## src/rtl/game_pkg.sv

```systemverilog
// game_pkg: shared state encoding and playfield geometry for the frogger blocks
//   game_state_t : game_ctrl state code exported on its state port
//   BLOCKSIZE    : edge length of one playfield tile in pixels
//   *_Y          : top pixel row of the goal, car lanes and start row
package game_pkg;
  typedef enum logic [1:0] {
    IDLE  = 2'b00,
    PLAY  = 2'b01,
    DYING = 2'b10,
    WIN   = 2'b11
  } game_state_t;
  localparam int BLOCKSIZE = 32;
  localparam int GOAL_Y    = 0;
  localparam int LANE0_Y   = 2 * BLOCKSIZE;
  localparam int LANE1_Y   = 4 * BLOCKSIZE;
  localparam int LANE2_Y   = 6 * BLOCKSIZE;
  localparam int LANE3_Y   = 8 * BLOCKSIZE;
  localparam int LANE4_Y   = 10 * BLOCKSIZE;
  localparam int START_Y   = 14 * BLOCKSIZE;
  function automatic int lane_y(input int idx);
    return LANE0_Y + 2 * BLOCKSIZE * idx;
  endfunction
endpackage

```

## src/rtl/btn_edge.sv

```systemverilog
// btn_edge: two-flop synchroniser plus registered rising-edge detect for a raw button
//   clk, reset_n : clock and asynchronous active-low reset
//   btn_i        : raw asynchronous button, active-high
//   rise_o       : one-cycle pulse, three clocks after btn_i rises
module btn_edge (
  input  logic clk,
  input  logic reset_n,
  input  logic btn_i,
  output logic rise_o
);
  // sync_q[1] is the first metastability-safe copy, sync_q[2] its previous value
  logic [2:0] sync_q;
  logic       rise_q;
  always_ff @(posedge clk or negedge reset_n) begin
    if (!reset_n) begin
      sync_q <= '0;
      rise_q <= 1'b0;
    end else begin
      sync_q <= {sync_q[1:0], btn_i};
      rise_q <= sync_q[1] & ~sync_q[2];
    end
  end
  assign rise_o = rise_q;
endmodule

```

## src/rtl/game_ctrl.sv

```systemverilog
// game_ctrl: frame-paced game sequencer tracking lives, score and level
//   clk, reset_n        : pixel clock, asynchronous active-low reset
//   frame_tick          : one pulse per frame; collision/reached_end only looked at here
//   collision           : frog/car overlap (may glitch between ticks)
//   reached_end         : frog is on the goal row
//   button_start        : raw start button (OR of the d-pad)
//   state               : IDLE/PLAY/DYING/WIN code
//   round_reset         : one-cycle pulse re-initialising frog and cars
//   lives, score, level : game counters; score and level saturate
//   game_over           : set when the last life is lost, cleared on the next start
module game_ctrl
  import game_pkg::*;
#(
  parameter int START_LIVES  = 3,
  parameter int DEATH_FRAMES = 60,
  parameter int WIN_FRAMES   = 30,
  parameter int MAX_LEVEL    = 7
) (
  input  logic       clk,
  input  logic       reset_n,
  input  logic       frame_tick,
  input  logic       collision,
  input  logic       reached_end,
  input  logic       button_start,
  output logic [1:0] state,
  output logic       round_reset,
  output logic [1:0] lives,
  output logic [7:0] score,
  output logic [2:0] level,
  output logic       game_over
);
  logic        start_rise;
  game_state_t state_q, state_d;
  logic [6:0]  fcnt_q, fcnt_d;
  logic [1:0]  lives_q, lives_d;
  logic [7:0]  score_q, score_d;
  logic [2:0]  level_q, level_d;
  logic        go_q, go_d;
  logic        rr_q, rr_d;
  btn_edge u_start (
    .clk    (clk),
    .reset_n(reset_n),
    .btn_i  (button_start),
    .rise_o (start_rise)
  );
  always_ff @(posedge clk or negedge reset_n) begin
    if (!reset_n) begin
      state_q <= IDLE;
      fcnt_q  <= '0;
      lives_q <= '0;
      score_q <= '0;
      level_q <= '0;
      go_q    <= 1'b0;
      rr_q    <= 1'b0;
    end else begin
      state_q <= state_d;
      fcnt_q  <= fcnt_d;
      lives_q <= lives_d;
      score_q <= score_d;
      level_q <= level_d;
      go_q    <= go_d;
      rr_q    <= rr_d;
    end
  end
  always_comb begin
    state_d = state_q;
    fcnt_d  = fcnt_q;
    lives_d = lives_q;
    score_d = score_q;
    level_d = level_q;
    go_d    = go_q;
    rr_d    = 1'b0;
    unique case (state_q)
      IDLE: if (start_rise) begin
        state_d = PLAY;
        fcnt_d  = '0;
        lives_d = 2'(START_LIVES);
        score_d = '0;
        level_d = '0;
        go_d    = 1'b0;
        rr_d    = 1'b1;
      end
      // collision wins over reached_end on the same tick
      PLAY: if (frame_tick && collision) begin
        state_d = DYING;
        fcnt_d  = '0;
        lives_d = lives_q - 2'd1;
      end else if (frame_tick && reached_end) begin
        state_d = WIN;
        fcnt_d  = '0;
      end
      DYING: if (frame_tick) begin
        fcnt_d = fcnt_q + 7'd1;
        if (fcnt_q == 7'(DEATH_FRAMES - 1)) begin
          fcnt_d  = '0;
          state_d = (lives_q != 2'd0) ? PLAY : IDLE;
          rr_d    = (lives_q != 2'd0);
          go_d    = (lives_q == 2'd0);
        end
      end
      WIN: if (frame_tick) begin
        fcnt_d = fcnt_q + 7'd1;
        if (fcnt_q == 7'(WIN_FRAMES - 1)) begin
          fcnt_d  = '0;
          state_d = PLAY;
          rr_d    = 1'b1;
          score_d = (score_q != 8'hff) ? score_q + 8'd1 : score_q;
          level_d = (level_q != 3'(MAX_LEVEL)) ? level_q + 3'd1 : level_q;
        end
      end
    endcase
  end
  assign state       = state_q;
  assign round_reset = rr_q;
  assign lives       = lives_q;
  assign score       = score_q;
  assign level       = level_q;
  assign game_over   = go_q;
endmodule
```

## config.mk

```make
export PLATFORM = sky130hd
export DESIGN_NAME = game_ctrl
export DESIGN_NICKNAME = d
export VERILOG_FILES = /design/src/rtl/game_pkg.sv /design/src/rtl/btn_edge.sv /design/src/rtl/game_ctrl.sv
export SDC_FILE = /design/constraint.sdc
export NUM_CORES = 1
export LEC_CHECK = 0
export ABC_AREA = 0
export ABC_CLOCK_PERIOD_IN_PS = 1900
export BUFFER_PORTS_ARGS = -buffer_cell sky130_fd_sc_hd__buf_4
export CAP_MARGIN = 40
export CORE_MARGIN = 2
export CORE_UTILIZATION = 51
export CTS_CLUSTER_SIZE = 16
export DETAILED_ROUTE_END_ITERATION = 12
export MAX_ROUTING_LAYER = met4
export PLACE_DENSITY = 0.75
export REMOVE_ABC_BUFFERS = 1
export SETUP_SLACK_MARGIN = 0.1
export SYNTH_ARGS = -nofsm -noshare
export SYNTH_HDL_FRONTEND = slang
export SYNTH_HIERARCHICAL = 1
export SYNTH_SLANG_ARGS = --single-unit
```

## constraint.sdc

```tcl
create_clock -name clk -period 1.9 [get_ports clk]
set_clock_uncertainty 0.15 [all_clocks]
set_input_delay 0.095 -clock clk [delete_from_list [all_inputs] [get_ports clk]]
set_output_delay 0.095 -clock clk [all_outputs]
set_load 0.01 [all_outputs]
```

==> results of run 1 <==
-- area by class of cell --
cell class / instances / share of cell area [%]
sequential: 28 / 27.33
clock buffer: 3 / 0.8708
tap: 46 / 2.225
timing repair buffer: 71 / 21.96
inverter: 7 / 1.209
multi-input combinational: 134 / 46.40
-- worst max-delay path: stages (launching register included) --
cell	delay, ps
dfrtp_1	440
inv_2	90
ha_4	140
nand3b_4	170
o21ai_4	270
nand3b_1	200
mux2_4	340
-- kinds of logic (layout without fill, tap and decap cells) --
group	count (synthesis)	in the layout	synth area share (%)
fa+ha+maj	11	11	7.931
compound gates	48	48	21.41
buf+inv	12	81	3.316
flops	28	28	40.37
mux	7	7	4.326
simple gates	68	68	22.64
-- flip-flops by register name, summed over array words and instances (netlist names) --
| register | count |
|---|---|
| u_start/sync_q | 3 |
| game_over | 1 |
| round_reset | 1 |
| fcnt_q | 7 |
| lives | 2 |
| score | 8 |
| state | 2 |
| u_start/rise_o | 1 |
| level | 3 |
-- what timing repair did --
item	in CTS	in global routing
endpoints found under the hold margin	31	0
setup endpoints to repair	21	22
pin swaps	9	16
cloned	1	0
hold buffers	3	0
gates resized for setup	32	28
setup buffers	7	3
-- path summary, 6_finish.rpt --
path,to,cells past startpoint
max,state[1]$_DFFE_PN0P_,6
min,score[1]$_DFFE_PN0P_,2
max reg2reg,state[1]$_DFFE_PN0P_,6
min reg2reg,u_start/sync_q[1]$_DFF_PN0_,0
max in group asynchronous,state[1]$_DFFE_PN0P_,2
min in group clk,lives[1]$_DFFE_PN0P_,4
-- cells in the final DEF (no fill, tap or decap), types with 6 or more instances in the layout --
cell,Yosys,routed
a21oi_1,8,7
buf_4,0,59
dfrtp_1,28,23
nor2_1,8,6
o21ai_0,6,6
buf_6,1,8
nor3_1,7,6
nand2_1,12,11
nand3_1,8,8
-- through the flow --
stage	cells	hold WS [ps]	util [%]	cell area, µm²	setup TNS [ps]
after CTS	286	55.20	73.43	2431	0
final	289	12.20	78.12	2586	0
after global routing	289	69.39	78.12	2586	-164.6
after floorplan	169	-350.6	-	1704	-2948
after global placement	272	-116.7	66.14	2190	0
after detailed placement	272	-111.1	66.14	2190	-238.9
-- power by group through the flow --
| stage | registers [mW] | logic [mW] | clock network, mW |
|---|---|---|---|
| after global placement | 0.778 | 1.38 | 0 |
| after floorplan | 0.837 | 0.680 | 0 |
| after global routing | 0.819 | 2.21 | 0.288 |
| final | 0.808 | 2.10 | 0.267 |
| after CTS | 0.779 | 1.78 | 0.255 |
| after detailed placement | 0.788 | 1.44 | 0 |
-- routing by layer --
layer | up-vias | share of wire [%] | routed length, µm | GRT usage [%]
met4 | 0 | 2.5 | 129 | 10.00
met2 | 69 | 52 | 2709 | 46.60
li1 | 797 | - | - | -
met5 | - | 0 | 0 | -
met1 | 852 | 41 | 2139 | 31.76
met3 | 17 | 4.8 | 251 | 2.717
==> impl_metrics.csv, run 1 <==
group,metric,value,unit
yosys,syn_inst,174,
layout,fill_cells,203,
clock_network,cts_tree,"done",
routing,drc,0,
clock_network,htree_num_levels,1,
placed_design,gp_congestion,0.9387,
sta,max_slew_margin,75.45,%
setup_path,end_kind,"flip-flop",
clock_network,clk_latency,360,ps
global_routing,grt_overflow,0,
sta,rsz0062_at_grt,"true",
clock_network,cts.sinks,28,
routing,via_per_inst,6.003,
routing,routed_wl,5230,µm
floorplanning,die_x,62.34,µm
pwr,finalPower,3.179,mW
yosys,ys_warn_count,6,
routing,firstDrtPassIters,7,
layout,antenna_cells,0,
clock_network,clock_path_buffers,2,
layout,nets,262,
sta,layout_min_cycle_time,1885,ps
setup_path,start_kind,"flip-flop",
yosys,synth_top_area_share,40.37,%
global_routing,track_usage,26.57,%
layout,seqCellArea,706.9,µm²
yosys,synthTopCellsByCount,"dfrtp_1, nand2_1, ha_1",
pwr,p_sw,1.351,mW
layout,syn_to_final_growth,49.03,%
sta,hold_viol_final,0,
setup_path,crit_start,"fcnt_q[1]$_DFFE_PN0P_",
yosys,synth.area.top_cells,"dfrtp_1, ha_1, a221o_1",
floorplanning,start_util,52.42,%
yosys,syn_area_per_cell,9.974,µm²
pwr,leakagePower,1.176,nW
pwr,p_int,1.827,mW
floorplanning,placementRows,21,
placed_design,io_buffers,22,
worst_hold_path,hp-class,"in -> async",
global_routing,grt_max_degree,29,
setup_path,crit_type,"reg -> reg",
yosys,synth_edf_count,0,
layout,multi_input_area,1200,µm²
routing,vias,1735,
floorplanning,ios,23,
yosys,synth_top_area_cell,"dfrtp_1",
setup_path,rr_startpoint,"fcnt_q[1]$_DFFE_PN0P_",
global_routing,first_global_vias,1767,
routing,ant_nets,0,
floorplanning,core_area,3311,µm²
placed_design,hpwl,3214,µm
clock_network,root_buffer,"clkbuf_4",
clock_network,cts_buffers,3,
clock_network,path_clk_slew,170,ps
run_status,status,"finished, final reports clean",
floorplanning,dieArea,3886,µm²
placed_design,dp_slack,-95.56,ps
setup_path,required,1990,ps
sta,setup_violations,0,
sta,finalCritPeriodShare,99.22,%
routing,wl_per_cell,18.10,µm
global_routing,antenna_found_initial,0,
sta,tightest_slew,368.2,ps
pwr,combinationalPowerShare,66.2,%
sta,slew_viol_final,0,
yosys,async_reset_ff_share,100.0,%
floorplanning,die_h,62.34,µm
pwr,seq_power_share,25.4,%
routing,drt_iter0_drc,129,
pwr,switching_share,42.51,%
yosys,ys_seq_elements,28,
pwr,ir_worst_vdd,973.5,µV
layout,layout-drive-gt1-share,47.74,%
sta,max_freq,530.4,MHz
setup_path,crit_fanout,6,
flow_run,maxCapViolations,0,
yosys,synth_area,1735,µm²
yosys,synth.most_common_cell,"dfrtp_1",
yosys,synthFlopType,"dfrtp_1",
setup_path,cp.arrival,1980,ps
setup_path,r2r_setup_slack,10,ps
global_routing,grt_pass1_wl,8038,µm
yosys,synth_cell_type_count,49,
pwr,power_density,1229,nW/µm²
yosys,ys_seq_area_share,40.37,%
pwr,clockPowerShare,8.4,%
sta,layout_setup_ws,14.76,ps
Note: power is estimated with default switching activity, not from simulation.
==> inputs of run 2 (changes only) <==
CTS_BUF_LIST = sky130_fd_sc_hd__clkbuf_16   (was unset)
==> run 2 against run 1 <==
Against the previous run:
- the run now ends with negative setup slack left
- setup slack worse by 47 ps
- sequential power barely moved
- non-clock buffer count is 2 higher
- global-route usage is 2.0 points higher
- power increased by 9.9%
- register-to-register slack worse by 50 ps
- via count up 2.2%
- clock-buffer cell count unchanged
- routed wire length is 5.4% higher
- critical path type unchanged
- largest power group unchanged
==> impl_metrics.csv, run 2 (synthesis results as in run 1) <==
group,metric,value,unit
run_status,status,"finished with violations",
run_status,violations,"negative setup slack",
clock_network,cts_buffers,3,
clock_network,path_clk_slew,70,ps
global_routing,antenna_found_initial,0,
clock_network,htree_num_levels,1,
sta,rsz0062_at_grt,"true",
pwr,finalPower,3.495,mW
floorplanning,core_area,3311,µm²
pwr,combinationalPowerShare,63.3,%
routing,wl_per_cell,18.95,µm
worst_hold_path,holdPathEnd,"score[3]$_DFFE_PN0P_",
setup_path,start_kind,"flip-flop",
floorplanning,die_h,62.34,µm
routing,drc,0,
pwr,p_sw,1.408,mW
global_routing,track_usage,28.54,%
sta,max_slew_margin,75.58,%
setup_path,rr_worst_depth,8,
clock_network,clock_path_buffers,2,
sta,setup_violations,3,
placed_design,gp_congestion,0.9387,
sta,tightest_slew,366.3,ps
routing,routed_wl,5515,µm
worst_hold_path,min_from,"frame_tick",
layout,fill_cells,191,
setup_path,end_kind,"flip-flop",
pwr,clockPowerShare,13.7,%
setup_path,slowest_delay,400,ps
pwr,ir_worst_vdd,825.7,µV
placed_design,hpwl,3214,µm
setup_path,r2r_setup_slack,-30,ps
sta,hold_viol_final,0,
placed_design,io_buffers,22,
routing,firstDrtPassIters,4,
layout,largest_register_ffs,8,
setup_path,cp_num_buf_inv,4,
layout,finalInstanceArea,2674,µm²
clock_network,clk_latency,260,ps
placed_design,place_area,2190,µm²
layout,antenna_cells,0,
setup_path,critPathSlowestCell,"dfrtp_1",
sta,layout_setup_ws,-31.86,ps
setup_path,timing.critical_path.mode_cell,"buf_6",
setup_path,cp_top_family,"buffers and inverters",
layout,layout_common_cells,"buf_4, dfrtp_1, nand2_1, nand3_1",
floorplanning,die_x,62.34,µm
setup_path,rr_startpoint,"state[0]$_DFFE_PN0P_",
placed_design,dp_slack,-95.56,ps
routing,ant_nets,0,
clock_network,cts.sinks,28,
routing,drt_iter0_drc,109,
setup_path,required,1930,ps
setup_path,crit_path_cell_trace,"buf_6, ha_4, buf_8, clkinvlp_4, buf_6, nor3_2, nand3_1, o211ai_1",
worst_hold_path,hp-class,"in -> reg",
layout,syn_to_final_growth,54.07,%
sta,slew_viol_final,0,
pwr,p_int,2.087,mW
worst_hold_path,hold_path_depth,3,
global_routing,grt_pass1_wl,8583,µm
floorplanning,start_util,52.42,%
pwr,seq_power_share,23.0,%
sta,finalCritPeriodShare,101.7,%
global_routing,grt_overflow,0,
layout,layout-drive-gt1-share,49.39,%
setup_path,r2r_end,"score[5]$_DFFE_PN0P_",
global_routing,grt_max_degree,29,
layout,final_common_cell,"buf_4",
setup_path,cp.arrival,1960,ps
setup_path,crit_fanout,10,
sta,layout_min_cycle_time,1932,ps
flow_run,maxCapViolations,0,
floorplanning,placementRows,21,
routing,vias,1773,
pwr,leakagePower,1.212,nW
floorplanning,ios,23,
floorplanning,dieArea,3886,µm²
routing,via_per_inst,6.093,
setup_path,crit_type,"reg -> reg",
clock_network,root_buffer,"clkbuf_16",
pwr,power_density,1307,nW/µm²
pwr,switching_share,40.30,%
clock_network,cts_tree,"done",
layout,nets,264,
sta,max_freq,517.6,MHz
global_routing,first_global_vias,1826,
[run 2: repair_timing]
item                       in CTS  in global routing
buffers inserted               10                  4
hold buffers                    2                  0
setup endpoints to repair      21                 22
gates resized for setup        42                 21
hold endpoints to repair       29                  0
cloned                          0                  0
pin swaps                      12                 18
[run 2: cell type report]
class                   instances  area, µm²  share of cell area, %
flip-flops and latches         28      704.4                  26.35
clock buffers                   3      75.07                  2.808
well taps                      46      57.56                  2.153
multi-input cells             134       1215                  45.44
repair buffers                 73      586.8                  21.95
inverters                       7      35.03                  1.310
[run 2: how the worst max path moves through the flow]
stage | from | to | slack, ps | cells after the start
global placement | state[1]$_DFFE_PN0P_ | score[5]$_DFFE_PN0P_ | 9 | 8
floorplan | state[0]$_DFFE_PN0P_ | state[0]$_DFFE_PN0P_ | -400 | 5
global route | state[0]$_DFFE_PN0P_ | score[5]$_DFFE_PN0P_ | -90 | 8
detailed placement | state[0]$_DFFE_PN0P_ | fcnt_q[3]$_DFFE_PN0P_ | -100 | 6
finish | state[0]$_DFFE_PN0P_ | score[5]$_DFFE_PN0P_ | -30 | 8
CTS | state[1]$_DFFE_PN0P_ | state[1]$_DFFE_PN0P_ | 70 | 7
[run 2: metal layers]
layer | GRT usage [%] | wire length [µm] | up-vias
met4 | 9.444 | 167 | 0
met2 | 49.73 | 2878 | 76
li1 | - | - | 802
met3 | 4.348 | 256 | 16
met5 | - | 0 | -
met1 | 34.00 | 2212 | 879
[run 2: through the flow]
| stage | cells | hold WS (ps) | util (%) | TNS (ps) |
|---|---|---|---|---|
| after floorplan | 169 | -350.6 | - | -2948 |
| after global placement | 272 | -116.7 | 66.14 | 0 |
| after detailed placement | 272 | -111.1 | 66.14 | -238.9 |
| after CTS | 287 | 14.72 | 77.14 | 0 |
| after global routing | 291 | 37.83 | 80.76 | -325.6 |
| final | 291 | 40.61 | 80.76 | -46.43 |
[run 2: tightest hold or removal path, stage by stage]
cell and delay (ps):
buf_4 150, nand4_1 80, nand3_1 80
[run 2: power by group through the flow]
stage | clock, mW | sequential [mW] | combinational [mW]
after floorplan | 0 | 0.837 | 0.680
after detailed placement | 0 | 0.788 | 1.44
after CTS | 0.478 | 0.782 | 1.96
after global routing | 0.523 | 0.812 | 2.34
final | 0.478 | 0.805 | 2.21
after global placement | 0 | 0.778 | 1.38
==> inputs of run 3 (changes only) <==
ABC_AREA = 1   (was 0)
==> run 3 against run 2 <==
Against the previous run:
- clock-buffer cell count stayed put
- the run now ends clean
- first-iteration DRC count stayed put
- global-route usage is 8.2 points lower
- sequential share of layout area is 5.8 points higher
- core utilization is 15 points lower
- hold slack better by 64 ps
- fmax is 12% higher
- synthesized cell count is 32% higher
- synthesized area is 0.43% higher
- largest cell class unchanged
- routed wire length is 32% lower
- combinational power is 38% lower
- final area is 18% lower
==> impl_metrics.csv, run 3 <==
group,metric,value,unit
setup_path,cp_top_family,"simple AND/OR/NAND/NOR gates",
global_routing,grt_pass1_wl,6168,µm
pwr,ir_worst_vdd,681.6,µV
layout,layout_common_cells,"nand2_1, inv_1, buf_4, dfrtp_1, nor2_1",
pwr,finalPower,2.640,mW
layout,layout-drive-gt1-share,24.63,%
pwr,p_sw,1.113,mW
setup_path,critPathSlowestCell,"dfrtp_1",
sta,max_freq,579.7,MHz
setup_path,crit_fanout,7,
yosys,synth.area.top_cells,"dfrtp_1, nand2_1, inv_1",
clock_network,clock_path_buffers,2,
layout,post-route-util,65.91,%
sta,setup_violations,0,
clock_network,path_clk_slew,70,ps
floorplanning,ios,23,
setup_path,cp_num_buf_inv,1,
sta,max_slew_margin,75.81,%
layout,nets,286,
sta,tightest_slew,362.9,ps
setup_path,rr_worst_depth,8,
setup_path,cp.depth,8,
pwr,p_int,1.527,mW
yosys,synth_cell_type_count,25,
yosys,ys_seq_area_share,40.20,%
setup_path,r2r_setup_slack,180,ps
worst_hold_path,holdPathEnd,"round_reset$_DFF_PN0_",
placed_design,dp_slack,63.19,ps
floorplanning,placementRows,21,
sta,layout_min_cycle_time,1725,ps
flow_run,maxCapViolations,0,
yosys,syn_area_per_cell,7.578,µm²
routing,via_per_inst,4.943,
setup_path,rr_startpoint,"state[1]$_DFFE_PN0P_",
setup_path,start_kind,"flip-flop",
routing,firstDrtPassIters,4,
clock_network,root_buffer,"clkbuf_16",
global_routing,antenna_found_initial,0,
yosys,synth_top_area_cell,"dfrtp_1",
floorplanning,dieArea,3901,µm²
setup_path,required,1900,ps
layout,syn_to_final_growth,25.20,%
sta,finalCritPeriodShare,90.79,%
layout,antenna_cells,0,
global_routing,grt_overflow,0,
clock_network,cts_buffers,3,
yosys,synthTopCellsByCount,"nand2_1, inv_1, dfrtp_1",
worst_hold_path,min_from,"frame_tick",
run_status,status,"finished, final reports clean",
routing,vias,1552,
pwr,combinationalPowerShare,51.7,%
routing,drc,0,
placed_design,hpwl,2506,µm
floorplanning,die_x,62.46,µm
sta,layout_setup_ws,175.1,ps
setup_path,end_kind,"flip-flop",
clock_network,clk_latency,260,ps
global_routing,track_usage,20.33,%
yosys,syn_inst,230,
floorplanning,start_util,52.65,%
routing,wl_per_cell,11.93,µm
yosys,synthFlopType,"dfrtp_1",
yosys,synth_top_area_share,40.20,%
pwr,leakagePower,1.158,nW
placed_design,io_buffers,22,
layout,final_common_cell,"nand2_1",
yosys,synth_edf_count,0,
placed_design,gp_congestion,0.9167,
setup_path,slowest_delay,430,ps
pwr,power_density,1210,nW/µm²
routing,routed_wl,3745,µm
sta,slew_viol_final,0,
routing,ant_nets,0,
pwr,seq_power_share,30.1,%
floorplanning,die_h,62.46,µm
pwr,switching_share,42.15,%
setup_path,crit_type,"reg -> reg",
setup_path,cp.arrival,1720,ps
sta,fin_setup_tns,0,ps
global_routing,grt_max_degree,29,
yosys,synth_area,1743,µm²
layout,fill_cells,273,
clock_network,cts.sinks,28,
routing,drt_iter0_drc,109,
yosys,async_reset_ff_share,100.0,%
setup_path,r2r_end,"state[1]$_DFFE_PN0P_",
worst_hold_path,hold_path_depth,5,
floorplanning,core_area,3311,µm²
clock_network,cts_tree,"done",
setup_path,timing.critical_path.mode_cell,"nand2_1",
setup_path,crit_path_cell_trace,"buf_4, ha_1, nand2_1, nand3_2, nor2_4, nand3_4, nand2_1, o21ai_1",
yosys,synth.most_common_cell,"nand2_1",
layout,largest_register_ffs,8,
sta,hold_viol_final,0,
yosys,ys_warn_count,6,
yosys,ys_seq_elements,28,
global_routing,first_global_vias,1459,
clock_network,htree_num_levels,1,
sta,rsz0062_at_grt,"true",
worst_hold_path,hp-class,"in -> reg",
pwr,clockPowerShare,18.1,%
## run 3: changes by cell type in the layout (fill, tap and decap cells not counted), moves of 5 or more
cell,previous run,this run
nand2_1,11,74
inv_1,3,36
buf_4,64,32
nor2_1,7,15
o21ai_1,1,7
a221o_1,5,0
buf_6,5,0
nand2b_1,5,0
nand3_1,8,13
nor3_2,5,0
o21ai_2,1,6
## run 3: how the worst max path moves through the flow
| stage | start | endpoint | slack [ps] |
|---|---|---|---|
| 6_report | state[1]$_DFFE_PN0P_ | state[1]$_DFFE_PN0P_ | 180 |
| 3_3_place_gp | state[0]$_DFFE_PN0P_ | state[1]$_DFFE_PN0P_ | 130 |
| 4_1_cts | state[1]$_DFFE_PN0P_ | state[1]$_DFFE_PN0P_ | 110 |
| 2_1_floorplan | state[0]$_DFFE_PN0P_ | score[0]$_DFFE_PN0P_ | 110 |
| 3_5_place_dp | state[0]$_DFFE_PN0P_ | state[1]$_DFFE_PN0P_ | 60 |
| 5_1_grt | state[1]$_DFFE_PN0P_ | state[1]$_DFFE_PN0P_ | 90 |
## run 3: repair_timing
| item | CTS | global route |
|---|---|---|
| hold buffers | 2 | 0 |
| hold endpoints to repair | 29 | 0 |
| resized for setup | 0 | 12 |
| cloned | 1 | 1 |
| endpoints found under the setup margin | 11 | 20 |
| setup buffers | 3 | 4 |
| pin swaps | 1 | 3 |
## run 3: final cells by class
| cell class | instances | area [µm²] | area share (%) |
|---|---|---|---|
| clock buffer | 3 | 75.07 | 3.440 |
| clock inverter | 1 | 3.754 | 0.1720 |
| multi-input combinational | 164 | 942.2 | 43.18 |
| inverter | 38 | 142.6 | 6.537 |
| sequential | 28 | 700.7 | 32.11 |
| timing repair buffer | 34 | 260.3 | 11.93 |
| tap | 46 | 57.56 | 2.638 |
## run 3: per-layer routing
metal	vias up	track usage [%]	part of all wire, %
met5	-	-	0
met4	0	9.444	1.2
met3	4	5.045	3.7
met2	35	33.74	50
met1	712	23.17	45
li1	801	-	-
## run 3: cells by family after synthesis
logic type,count (synthesis),share of synthesized area (%)
DFF,28,40.20
adders and majority gates,11,7.897
buffers and inverters,40,9.117
and+or+nand+nor,128,34.46
AOI/OAI and AO/OA,23,8.327
## run 3: stage by stage
stage / hold WS (ps) / instances / instance area, µm²
after global placement: -119.0 / 299 / 1972
after floorplan: -350.6 / 228 / 1727
after global routing: 128.0 / 314 / 2182
final: 104.3 / 314 / 2182
after detailed placement: -110.6 / 299 / 1972
after CTS: 97.78 / 309 / 2100
## run 3: worst reg2reg max path: cells and delay by family, from the launching register on
family,cells,cell delay (ps)
simple gates,5,600
flops,1,430
fa+ha+maj,1,200
buf+inv,1,150
compound gates,1,70
## run 3: power by group through the flow
stage          registers (mW)  logic, mW  clock network [mW]
6_report                0.796       1.37               0.478
5_1_grt                 0.812       1.53               0.519
4_1_cts                 0.790       1.16               0.491
3_5_place_dp            0.809       1.08                   0
3_3_place_gp            0.803       1.07                   0
2_1_floorplan           0.825      0.726                   0
